===== src/rtl/gate_model_bist_ctrl.sv =====
// BIST sequencer for 16-in / 10-out combinational gate models: LFSR stimulus,
// programmable settle time, MISR compaction and golden-signature compare.
module gate_model_bist_ctrl #(
  parameter int          NUM_PATTERNS  = 256,
  parameter int          SETTLE_CYCLES = 2,
  parameter logic [15:0] LFSR_SEED     = 16'hACE1
) (
  input  logic        clk,
  input  logic        rst_n,
  input  logic        start,
  input  logic [15:0] func_in,
  input  logic [15:0] golden_sig,
  input  logic [9:0]  gm_out,
  output logic [15:0] gm_in,
  output logic        busy,
  output logic        done,
  output logic        pass,
  output logic [15:0] signature
);

  localparam int CW = $clog2(NUM_PATTERNS + 1);
  localparam int WW = $clog2(SETTLE_CYCLES + 1);
  localparam logic [CW-1:0] CNT_LAST  = CW'(NUM_PATTERNS - 1);
  localparam logic [WW-1:0] WCNT_LAST = WW'(SETTLE_CYCLES - 1);

  typedef enum logic [1:0] {
    ST_IDLE    = 2'd0,
    ST_SETTLE  = 2'd1,
    ST_CAPTURE = 2'd2,
    ST_DONE    = 2'd3
  } state_t;

  // Feedback tap of x^16+x^14+x^13+x^11+1, shared by the LFSR and the MISR.
  function automatic logic fb(input logic [15:0] x);
    return x[15] ^ x[13] ^ x[12] ^ x[10];
  endfunction

  state_t        state_q, state_d;
  logic [15:0]   pat_q, pat_d;
  logic [15:0]   misr_q, misr_d;
  logic [CW-1:0] cnt_q, cnt_d;
  logic [WW-1:0] wcnt_q, wcnt_d;
  logic          busy_q, busy_d;
  logic          done_q, done_d;
  logic          pass_q, pass_d;

  // Next-state and datapath updates for the run sequence.
  always_comb begin
    state_d = state_q;
    pat_d   = pat_q;
    misr_d  = misr_q;
    cnt_d   = cnt_q;
    wcnt_d  = wcnt_q;
    busy_d  = busy_q;
    done_d  = 1'b0;
    pass_d  = pass_q;
    case (state_q)
      ST_IDLE: begin
        if (start) begin
          state_d = ST_SETTLE;
          pat_d   = LFSR_SEED;
          misr_d  = 16'h0000;
          cnt_d   = '0;
          wcnt_d  = '0;
          pass_d  = 1'b0;
          busy_d  = 1'b1;
        end else begin
          state_d = ST_IDLE;
        end
      end
      ST_SETTLE: begin
        if (wcnt_q == WCNT_LAST) begin
          state_d = ST_CAPTURE;
          wcnt_d  = '0;
        end else begin
          wcnt_d  = wcnt_q + WW'(1);
        end
      end
      ST_CAPTURE: begin
        misr_d = {misr_q[14:0], fb(misr_q)} ^ {6'b000000, gm_out};
        pat_d  = {pat_q[14:0], fb(pat_q)};
        cnt_d  = cnt_q + CW'(1);
        if (cnt_q == CNT_LAST) begin
          state_d = ST_DONE;
          busy_d  = 1'b0;
          done_d  = 1'b1;
        end else begin
          state_d = ST_SETTLE;
        end
      end
      ST_DONE: begin
        pass_d  = (misr_q == golden_sig);
        state_d = ST_IDLE;
      end
      default: begin
        state_d = ST_IDLE;
        busy_d  = 1'b0;
      end
    endcase
  end

  // State and datapath registers; reset aborts any run in progress.
  always_ff @(posedge clk or negedge rst_n) begin
    if (!rst_n) begin
      state_q <= ST_IDLE;
      pat_q   <= 16'h0000;
      misr_q  <= 16'h0000;
      cnt_q   <= '0;
      wcnt_q  <= '0;
      busy_q  <= 1'b0;
      done_q  <= 1'b0;
      pass_q  <= 1'b0;
    end else begin
      state_q <= state_d;
      pat_q   <= pat_d;
      misr_q  <= misr_d;
      cnt_q   <= cnt_d;
      wcnt_q  <= wcnt_d;
      busy_q  <= busy_d;
      done_q  <= done_d;
      pass_q  <= pass_d;
    end
  end

  assign gm_in     = busy_q ? pat_q : func_in;
  assign busy      = busy_q;
  assign done      = done_q;
  assign pass      = pass_q;
  assign signature = misr_q;

endmodule

===== config.mk =====
export PLATFORM = sky130hd
export DESIGN_NAME = gate_model_bist_ctrl
export DESIGN_NICKNAME = d
export VERILOG_FILES = /design/src/rtl/gate_model_bist_ctrl.sv
export SDC_FILE = /design/constraint.sdc
export NUM_CORES = 1
export LEC_CHECK = 0
export ABC_AREA = 1
export BUFFER_PORTS_ARGS = -buffer_cell sky130_fd_sc_hd__buf_2
export CAP_MARGIN = 20
export CELL_PAD_IN_SITES_DETAIL_PLACEMENT = 1
export CELL_PAD_IN_SITES_GLOBAL_PLACEMENT = 1
export CORE_MARGIN = 3
export CORE_UTILIZATION = 33
export DETAILED_ROUTE_END_ITERATION = 10
export GPL_TIMING_DRIVEN = 0
export PLACE_DENSITY_LB_ADDON = 0.08
export SETUP_SLACK_MARGIN = 0.02
export SYNTH_ARGS = -nofsm -noshare
export SYNTH_HDL_FRONTEND = slang
export SYNTH_SLANG_ARGS = --single-unit

===== constraint.sdc =====
create_clock -name clk -period 1.55 [get_ports clk]
set_clock_uncertainty 0.1 [all_clocks]
set_input_delay 0.0775 -clock clk [delete_from_list [all_inputs] [get_ports clk]]
set_output_delay 0.0775 -clock clk [all_outputs]
set_load 0.05 [all_outputs]

==> impl_metrics.toml, run 1 <==
[place]
hpwlAfterDp_um = 5410
dp.cells = 492
detailedPlace.worstSlack_ns = -0.364
finalWeightedCongestion = 0.760
placement.io_buffers = 79
placedInstanceArea_sq_mm = 0.00322

[synthesis]
synth.top_cells.by_count = "sky130_fd_sc_hd__nand2_1 (81), sky130_fd_sc_hd__inv_1 (55), sky130_fd_sc_hd__dfrtp_1 (48), sky130_fd_sc_hd__o21ai_0 (23), sky130_fd_sc_hd__o22ai_1 (22)"
yosys.cell_count.top_type = "sky130_fd_sc_hd__nand2_1"
post-synth-top-area-cell = "sky130_fd_sc_hd__dfrtp_1"
ys_seq_elements = 48
netlist_area_before_placement_sq_mm = 0.00256
count_of_unique_library_cells_instantiated_by_yosys = 26
syn-num-nets = 361
synth.top_cells.by_area = "sky130_fd_sc_hd__dfrtp_1 (47%), sky130_fd_sc_hd__nand2_1 (12%), sky130_fd_sc_hd__inv_1 (8.1%), sky130_fd_sc_hd__xnor2_1 (5.5%), sky130_fd_sc_hd__o22ai_1 (5.4%)"
most_common_flop_cell_mapped_by_yosys = "sky130_fd_sc_hd__dfrtp_1"
synth-edff-count = 0
synthesis.yosys.warnings = 0
syn_avg_cell_area_sq_um = 8.15
cell_count_after_synthesis = 314
synth.yosys.seq_area_share = 0.469
synth_async_sr_flop_share = 1.00
synth_top_cell_area_share = 0.469

[run_status]
failed_checks = "negative setup slack"
outcome = "finished with violations"

[clock_network]
cts_max_path_buffers = 2
clk_latency_ns = 0.30
cts-htree-levels = 2
cts_inserted_buffers = 5
clkTransAtPathRegs_ns = 0.10
cts_tree = "built"
clock_tree.root_cell = "sky130_fd_sc_hd__clkbuf_8"
numClockSinks = 48

[power]
leakage_power_of_the_design_nw = 1.94
p_total_mw = 4.62
pwr_density_cell_mw_per_mm2 = 1230
vdd_ir_drop_max_v = 0.000730

[timing]
worstMarginPinSlew_ns = 0.274
setup_ws_ns = -0.0347
finalMaxSlewViolations = 0
final.min_clock_period_ns = 1.58
timing.final.hold_violations = 0
post-route-period-util = 1.02
whs_ns = 0.0572
worst_slew_margin_rel = 0.816
setup_repair_after_global_routing_missed_its_margin = "yes"
report.final.setup_viol = 12
tns_ns = -0.139
max_freq_mhz = 631

[layout]
area.growth.synth_to_final_pct = 46.4
post_layout_nonfiller_instances = 522
fin_util = 0.509
fin_nets = 469
layout.cell_area.non_filler_sq_mm = 0.00375
post_route_cells_drive_above_1_share = 0.355
antenna_fix_cells = 0

[job]
maxCapViolCount = 0

[floorplan]
chipHeight_um = 94.1
io-pin-count = 80
fp.dieW_um = 94.1
core-area_sq_mm = 0.00737
floorplan.initialDensity = 0.347
row_count = 31
dieArea_sq_mm = 0.00885

[routing]
postRouteAntennaNets = 0
detail_route.vias_per_cell = 4.66
first_pass_iters = 4
detail_route.drc_violations = 0
wirelength_um = 7620
post_drt_wl_per_cell_um = 14.6
drt-initial-drc-count = 82
route.vias.total = 2431

[hold_path]
worst_hold_path_type = "primary input to flop"
startpoint_of_the_lowest_slack_hold_path = "start"
min_to = "signature[9]"
hold_path_depth = 4

[critical_path]
timing.reg2reg.setup_slack_ns = 0
regToRegStartpoint = "cnt_q[1]"
worst-r2r-cell-count = 7
start_kind = "flop"
regToRegEndpoint = "cnt_q[8]"
critPathMaxFanout = 10
worst_path_class_setup = "flop to primary output"
timing.critical_path.to_type = "primary output"
worstPathRequired_ns = 1.37
arrival_ns = 1.41

[grt]
antenna_found_initial = 0
number_of_global_route_vias_before_repair = 2552
grt_start_max_net_pins = 49
global_route_wire_length_before_repair_um = 12300
grt-ovfl-total = 0
global_route.usage.total = 0.180
[where the power goes]
part           switching (mW)  internal (mW)  total (mW)
Combinational            1.33          0.562        1.89
Sequential              0.251           1.46        1.72
Clock                   0.440          0.570        1.01
[layer usage]
layer / vias to the layer above / part of all wire / GRT usage
met2: 35 / 0.51 / 0.315
li1: 1215 / - / -
met4: 0 / 0.013 / 0.0481
met3: 8 / 0.028 / 0.0272
met1: 1173 / 0.45 / 0.231
met5: - / 0 / 0
[cell usage in the layout (no fill, tap or decap), drive strengths merged]
cell / n
nor3: 1
o21ai: 23
ha: 2
nor2: 21
o31ai: 2
inv: 57
nand2: 84
xnor2: 16
a22oi: 7
bufinv: 1
clkbuf: 10
nor4: 1
nand4: 4
a21oi: 4
dlygate4sd3: 11
clkinvlp: 1
a22o: 1
o22ai: 22
dfrtp: 48
buf: 97
nand3: 9
o211ai: 1
[sequential cells by signal, summed over array words and instances (netlist names)]
| name | count |
|---|---|
| pass | 1 |
| busy | 1 |
| signature | 16 |
| state_q | 2 |
| wcnt_q | 2 |
| pat_q | 16 |
| cnt_q | 9 |
| done | 1 |
[worst max-delay path, cell delays in order (launching register included)]
cell and delay, ns:
sky130_fd_sc_hd__dfrtp_2 0.39, sky130_fd_sc_hd__clkinvlp_4 0.16, sky130_fd_sc_hd__clkbuf_16 0.23, sky130_fd_sc_hd__o21ai_4 0.15, sky130_fd_sc_hd__buf_6 0.17
[final cells by class]
cell class,count,area [sq um]
fillers,896,3620
multi-input cells,198,1250
well taps,99,124
plain buffers,10,114
flip-flops and latches,48,1200
clock inverters,1,30.0
inverters,58,224
repair buffers,101,707
clock buffers,7,96.3
[how the worst max path moves through the flow]
stage                   from   endpoint  slack, ns  cells past startpoint
global route            busy   gm_in[6]      -0.12                      4
floorplan               busy  gm_in[11]      -0.03                      3
global placement    cnt_q[0]       busy      -0.33                      9
CTS                 cnt_q[1]       busy      -0.09                      9
finish                  busy   gm_in[6]      -0.03                      4
detailed placement  cnt_q[0]       busy      -0.36                      9
[logic make-up (layout without fill, tap and decap cells)]
| group | after synthesis | after routing | synth area share |
|---|---|---|---|
| xor+xnor | 16 | 16 | 0.0547 |
| buf+inv | 68 | 177 | 0.114 |
| compound gates | 60 | 60 | 0.153 |
| fa+ha+maj | 2 | 2 | 0.00977 |
| flops | 48 | 48 | 0.469 |
| simple gates | 120 | 120 | 0.199 |
[repair_timing]
| action | CTS | global route |
|---|---|---|
| endpoints found under the setup margin | 20 | 20 |
| setup buffers | 6 | 3 |
| cloned | 1 | 0 |
| endpoints found under the hold margin | 58 | 0 |
| hold buffers | 11 | 0 |
| gates resized for setup | 51 | 2 |
| pin swaps | 6 | 4 |
Power figures use the tool's default switching activity.
==> inputs of run 2 (changes only) <==
Settings changed: CORE_ASPECT_RATIO set to 1.2, GPL_TIMING_DRIVEN 0 to unset.
==> run 2 against run 1 <==
  * The run now ends clean
  * Fmax rose by 4.8%
  * Total power decreased by 4.9%
  * Design area up 0.23%
  * Critical path type is now flop to flop
  * Highest routed layer unchanged
==> impl_metrics.toml, run 2 (synthesized netlist as in run 1, its figures left out) <==
[run_status]
outcome = "completed"

[floorplan]
dieArea_sq_mm = 0.00885
floorplan.initialDensity = 0.346
fp.dieW_um = 86.4
row_count = 34
chipHeight_um = 102
core-area_sq_mm = 0.00740
io-pin-count = 80

[power]
power.share.combinational = 0.432
intPower_mw = 2.39
share_of_power_burned_in_registers = 0.388
leakage_power_of_the_design_nw = 1.94
pwr_density_cell_mw_per_mm2 = 1170
total_switching_power_mw = 2.00
clock_power_share = 0.180
power_switching_share = 0.456
vdd_ir_drop_max_v = 0.00110

[place]
finalWeightedCongestion = 0.747
placement.io_buffers = 79
hpwlAfterDp_um = 5180
placedInstanceArea_sq_mm = 0.00325

[grt]
grt_start_max_net_pins = 49
number_of_global_route_vias_before_repair = 2477
global_route.usage.total = 0.165
grt-ovfl-total = 0
antenna_found_initial = 0
global_route_wire_length_before_repair_um = 11500

[timing]
worstMarginPinSlew_ns = 0.271
timing.final.hold_violations = 0
setup_repair_after_global_routing_missed_its_margin = "yes"
final.min_clock_period_ns = 1.51
worst_slew_margin_rel = 0.818
finalMaxSlewViolations = 0
max_freq_mhz = 662
report.final.setup_viol = 0
whs_ns = 0.0597
post-route-period-util = 0.975

[clock_network]
cts_tree = "built"
clkTransAtPathRegs_ns = 0.09
clk_latency_ns = 0.30
cts_max_path_buffers = 2
cts_inserted_buffers = 5
clock_tree.root_cell = "sky130_fd_sc_hd__clkbuf_8"
numClockSinks = 48
cts-htree-levels = 2

[layout]
layout_filler_cell_count = 891
sequential_cell_area_sq_mm = 0.00120
footprint_of_the_multi_input_gates_sq_mm = 0.00130
post_route_cells_drive_above_1_share = 0.386
layout_common_cells = "sky130_fd_sc_hd__nand2_1 (64), sky130_fd_sc_hd__buf_2 (63), sky130_fd_sc_hd__inv_1 (52), sky130_fd_sc_hd__dfrtp_1 (47), sky130_fd_sc_hd__o22ai_1 (20)"
layout.cell_area.non_filler_sq_mm = 0.00376
antenna_fix_cells = 0
fin_nets = 466
area.growth.synth_to_final_pct = 46.8
layout.cells.most_common = "sky130_fd_sc_hd__nand2_1"

[critical_path]
critPathMaxStageDelay_ns = 0.36
timing.reg2reg.setup_slack_ns = 0.04
critPathSlowestCell = "sky130_fd_sc_hd__dfrtp_1"
worstPathRequired_ns = 1.67
regToRegStartpoint = "cnt_q[1]"
start_kind = "flop"
critPathMaxFanout = 2
arrival_ns = 1.64
critical_path_buf_inv_count = 1
critical-path-top-cell-by-count = "sky130_fd_sc_hd__ha_2"
worst_path_class_setup = "flop to flop"
worst-r2r-cell-count = 7
cp_top_family = "adder cells"
path_cells = "ha_2, nand2_2, inv_2, nand2_4, nor4_4, ha_2, o22ai_2"
timing.critical_path.to_type = "flop"
regToRegEndpoint = "cnt_q[8]"

[hold_path]
startpoint_of_the_lowest_slack_hold_path = "start"
min_to = "cnt_q[0]"
hold_path_depth = 4
worst_hold_path_type = "primary input to flop"

[routing]
routedLengthMet1_um = 3060
route.met3.wl_um = 265
detail_route.vias_per_cell = 4.75
wirelength_um = 7210
postRouteAntennaNets = 0
route.vias.total = 2420
post_drt_wl_per_cell_um = 14.1
drt-initial-drc-count = 53
routed.top_layer = "met4"
first_pass_iters = 4
detail_route.drc_violations = 0
total_length_of_routed_met2_wires_um = 3810

[job]
maxCapViolCount = 0
## run 2: changes by cell type in the layout (fill, tap and decap cells not counted), sizes merged
cell,delta
clkbuf,-1
buf,-2
bufinv,-1
clkinv,+1
## run 2: area by class of cell
type	instances	area share
Sequential cell	48	0.320
Inverter	58	0.0599
Clock buffer	7	0.0230
Multi-Input combinational cell	198	0.347
Clock inverter	1	0.00200
Timing Repair Buffer	108	0.218
Tap cell	90	0.0300
## run 2: power groups by stage
stage	Clock [mW]	Sequential, mW	Combinational, mW
after CTS	0.827	1.71	1.91
after floorplan	0	2.46	0.645
final	0.789	1.71	1.90
after detailed placement	0	1.74	1.89
after global placement	0	1.73	1.86
after global routing	0.884	1.75	2.07
## run 2: tightest hold or removal path: stages
cell                      delay (ns)
sky130_fd_sc_hd__buf_2          0.10
sky130_fd_sc_hd__nand2_2        0.07
sky130_fd_sc_hd__nand2_4        0.11
sky130_fd_sc_hd__a21oi_1        0.07
## run 2: worst max-delay path by stage
stage	startpoint	end	depth (start not counted)
3_3_place_gp	cnt_q[0]	busy	9
6_report	cnt_q[1]	cnt_q[8]	7
2_1_floorplan	busy	gm_in[11]	3
3_5_place_dp	cnt_q[0]	busy	9
5_1_grt	cnt_q[1]	busy	9
4_1_cts	busy	gm_in[15]	4
## run 2: timing repair
action | 4_1_cts | 5_1_grt
cloned | 1 | 2
gates resized for setup | 35 | 29
pin swaps | 0 | 3
endpoints found under the setup margin | 18 | 20
hold buffers | 11 | 0
hold endpoints to repair | 58 | 0
setup buffers | 0 | 3
## run 2: through the flow
| step | setup TNS (ns) | setup slack, ns | total power, mW | instances | utilization |
|---|---|---|---|---|---|
| floorplan | -0.123 | -0.0314 | 3.10 | 314 | - |
| global placement | 0 | 0.0247 | 3.59 | 485 | 0.439 |
| detailed placement | -0.0245 | -0.0245 | 3.62 | 485 | 0.439 |
| CTS | 0 | 0.0105 | 4.45 | 505 | 0.485 |
| global route | -0.319 | -0.0785 | 4.71 | 510 | 0.508 |
| finish | 0 | 0.0385 | 4.39 | 510 | 0.508 |
## run 2: metal layers
| layer | track usage | vias up |
|---|---|---|
| li1 | - | 1210 |
| met1 | 0.197 | 1159 |
| met2 | 0.307 | 46 |
| met3 | 0.0226 | 5 |
| met4 | 0.0432 | 0 |
| met5 | 0 | - |
==> inputs of run 3 (changes only) <==
Settings changed: CORE_MARGIN 3 to unset.
==> run 3 against run 2 <==
  * Fmax fell by 2.1%
  * Critical path depth rose by 2
  * Clock power rose by 18%
  * First-iteration DRC count rose by 83%
  * Wire length rose by 1.1%
  * Total power rose by 3.4%
  * Via count rose by 1.7%
  * Design area rose by 0.90%
  * Non-clock buffer count rose by 6
==> impl_metrics.toml, run 3 (synthesized netlist as in run 1, its figures left out) <==
[run_status]
outcome = "completed"

[floorplan]
fp.dieW_um = 82.4
core-area_sq_mm = 0.00736
row_count = 34
chipHeight_um = 98.5
floorplan.initialDensity = 0.348
dieArea_sq_mm = 0.00811
io-pin-count = 80

[power]
leakage_power_of_the_design_nw = 1.96
pwr_density_cell_mw_per_mm2 = 1200
vdd_ir_drop_max_v = 0.00119

[layout]
antenna_fix_cells = 0
layout.cells.most_common = "sky130_fd_sc_hd__nand2_1"
area.growth.synth_to_final_pct = 48.1
fin_nets = 472
post_layout_nonfiller_instances = 516
layout_common_cells = "sky130_fd_sc_hd__nand2_1 (73), sky130_fd_sc_hd__buf_2 (63), sky130_fd_sc_hd__inv_1 (52), sky130_fd_sc_hd__dfrtp_1 (47), sky130_fd_sc_hd__o22ai_1 (21)"
post_route_cells_drive_above_1_share = 0.373

[critical_path]
start_kind = "flop"
cp_top_family = "simple AND/OR/NAND/NOR gates"
critical-path-top-cell-by-count = "sky130_fd_sc_hd__inv_2"
arrival_ns = 1.62
worst_path_class_setup = "flop to flop"
critPathSlowestCell = "sky130_fd_sc_hd__dfrtp_1"
cp.depth = 9
worst-r2r-cell-count = 9
path_cells = "ha_2, nand2_2, inv_2, nand2_4, nor4_4, ha_4, inv_2, nor2_2, o21ai_1"
timing.critical_path.to_type = "flop"
critical_path_buf_inv_count = 2
worstPathRequired_ns = 1.63
critPathMaxStageDelay_ns = 0.37
critPathMaxFanout = 2

[place]
finalWeightedCongestion = 0.771
placement.io_buffers = 79
dp.cells = 488
hpwlAfterDp_um = 5240

[clock_network]
cts-htree-levels = 2
cts_max_path_buffers = 2
clkTransAtPathRegs_ns = 0.10
cts_tree = "built"
numClockSinks = 48
clk_latency_ns = 0.30
cts_inserted_buffers = 5
clock_tree.root_cell = "sky130_fd_sc_hd__clkbuf_8"

[timing]
worst_slew_margin_rel = 0.691
timing.final.hold_violations = 0
final.min_clock_period_ns = 1.54
worstMarginPinSlew_ns = 0.464
report.final.setup_viol = 0
finalMaxSlewViolations = 0
setup_repair_after_global_routing_missed_its_margin = "yes"
post-route-period-util = 0.997
max_freq_mhz = 647
tns_ns = 0

[grt]
grt_start_max_net_pins = 20
antenna_found_initial = 0
global_route.usage.total = 0.187
grt-ovfl-total = 0
number_of_global_route_vias_before_repair = 2480
global_route_wire_length_before_repair_um = 11700

[routing]
route.vias.total = 2462
detail_route.vias_per_cell = 4.77
first_pass_iters = 4
post_drt_wl_per_cell_um = 14.1
postRouteAntennaNets = 0
detail_route.drc_violations = 0
wirelength_um = 7290
drt-initial-drc-count = 97

[job]
maxCapViolCount = 0

[hold_path]
worst_hold_path_type = "primary input to flop"
hold_path_depth = 4
==> run 3: cell types whose count changed in the layout (fill, tap and decap cells not counted), sizes merged <==
| cell | delta |
|---|---|
| buf | +6 |
| bufinv | +1 |
| inv | +1 |
| clkbuf | -2 |
==> run 3: area by class of cell <==
class                           count  area (sq um)
Clock buffer                        5          68.8
Inverter                           58           225
Timing Repair Buffer              114           870
Multi-Input combinational cell    198          1270
Fill cell                         898          3570
Tap cell                           90           113
Sequential cell                    48          1200
Clock inverter                      3          46.3
==> run 3: power by group <==
group	switching (mW)	internal [mW]	total (mW)
clock network	0.448	0.487	0.934
registers	0.245	1.46	1.71
logic	1.34	0.563	1.90
==> run 3: per-layer routing <==
layer	up-vias	wire (um)	part of all wire	track usage
met5	-	0	0	0
met4	0	70	0.0096	0.0459
met3	6	174	0.024	0.0204
met2	45	3730	0.51	0.324
met1	1188	3310	0.45	0.246
li1	1223	-	-	-
==> run 3: worst min-delay path: cells and delay by family <==
family,cells,cell delay (ns)
simple gates,2,0.17
buf+inv,1,0.08
compound gates,1,0.07
==> run 3: metrics by stage <==
step	utilization	setup slack [ns]	hold slack, ns	total power [mW]	area (sq um)
detailed placement	0.445	-0.0978	-0.0397	3.63	3280
finish	0.515	0.00535	0.0455	4.54	3790
global placement	0.445	0.0172	-0.0404	3.60	3280
floorplan	-	-0.0314	-0.318	3.10	2710
CTS	0.497	0.0113	0.0479	4.60	3660
global route	0.515	-0.105	0.0827	4.83	3790
==> run 3: path summary, 6_finish.rpt <==
check | startpoint | to | slack, ns
hold reg to reg | wcnt_q[1] | wcnt_q[1] | 0.40
setup reg to reg | cnt_q[0] | busy | 0.005
max in group asynchronous | rst_n | pat_q[0] | 0.65
min in group asynchronous | rst_n | pat_q[13] | 0.15
setup / recovery | cnt_q[0] | busy | 0.005
hold / removal | start | cnt_q[0] | 0.05
==> run 3: repair_timing <==
action,4_1_cts,5_1_grt
gates resized for setup,38,14
cloned,1,2
hold buffers,11,0
pin swaps,3,2
hold endpoints to repair,45,0
setup endpoints to repair,20,21
buffers inserted,1,5
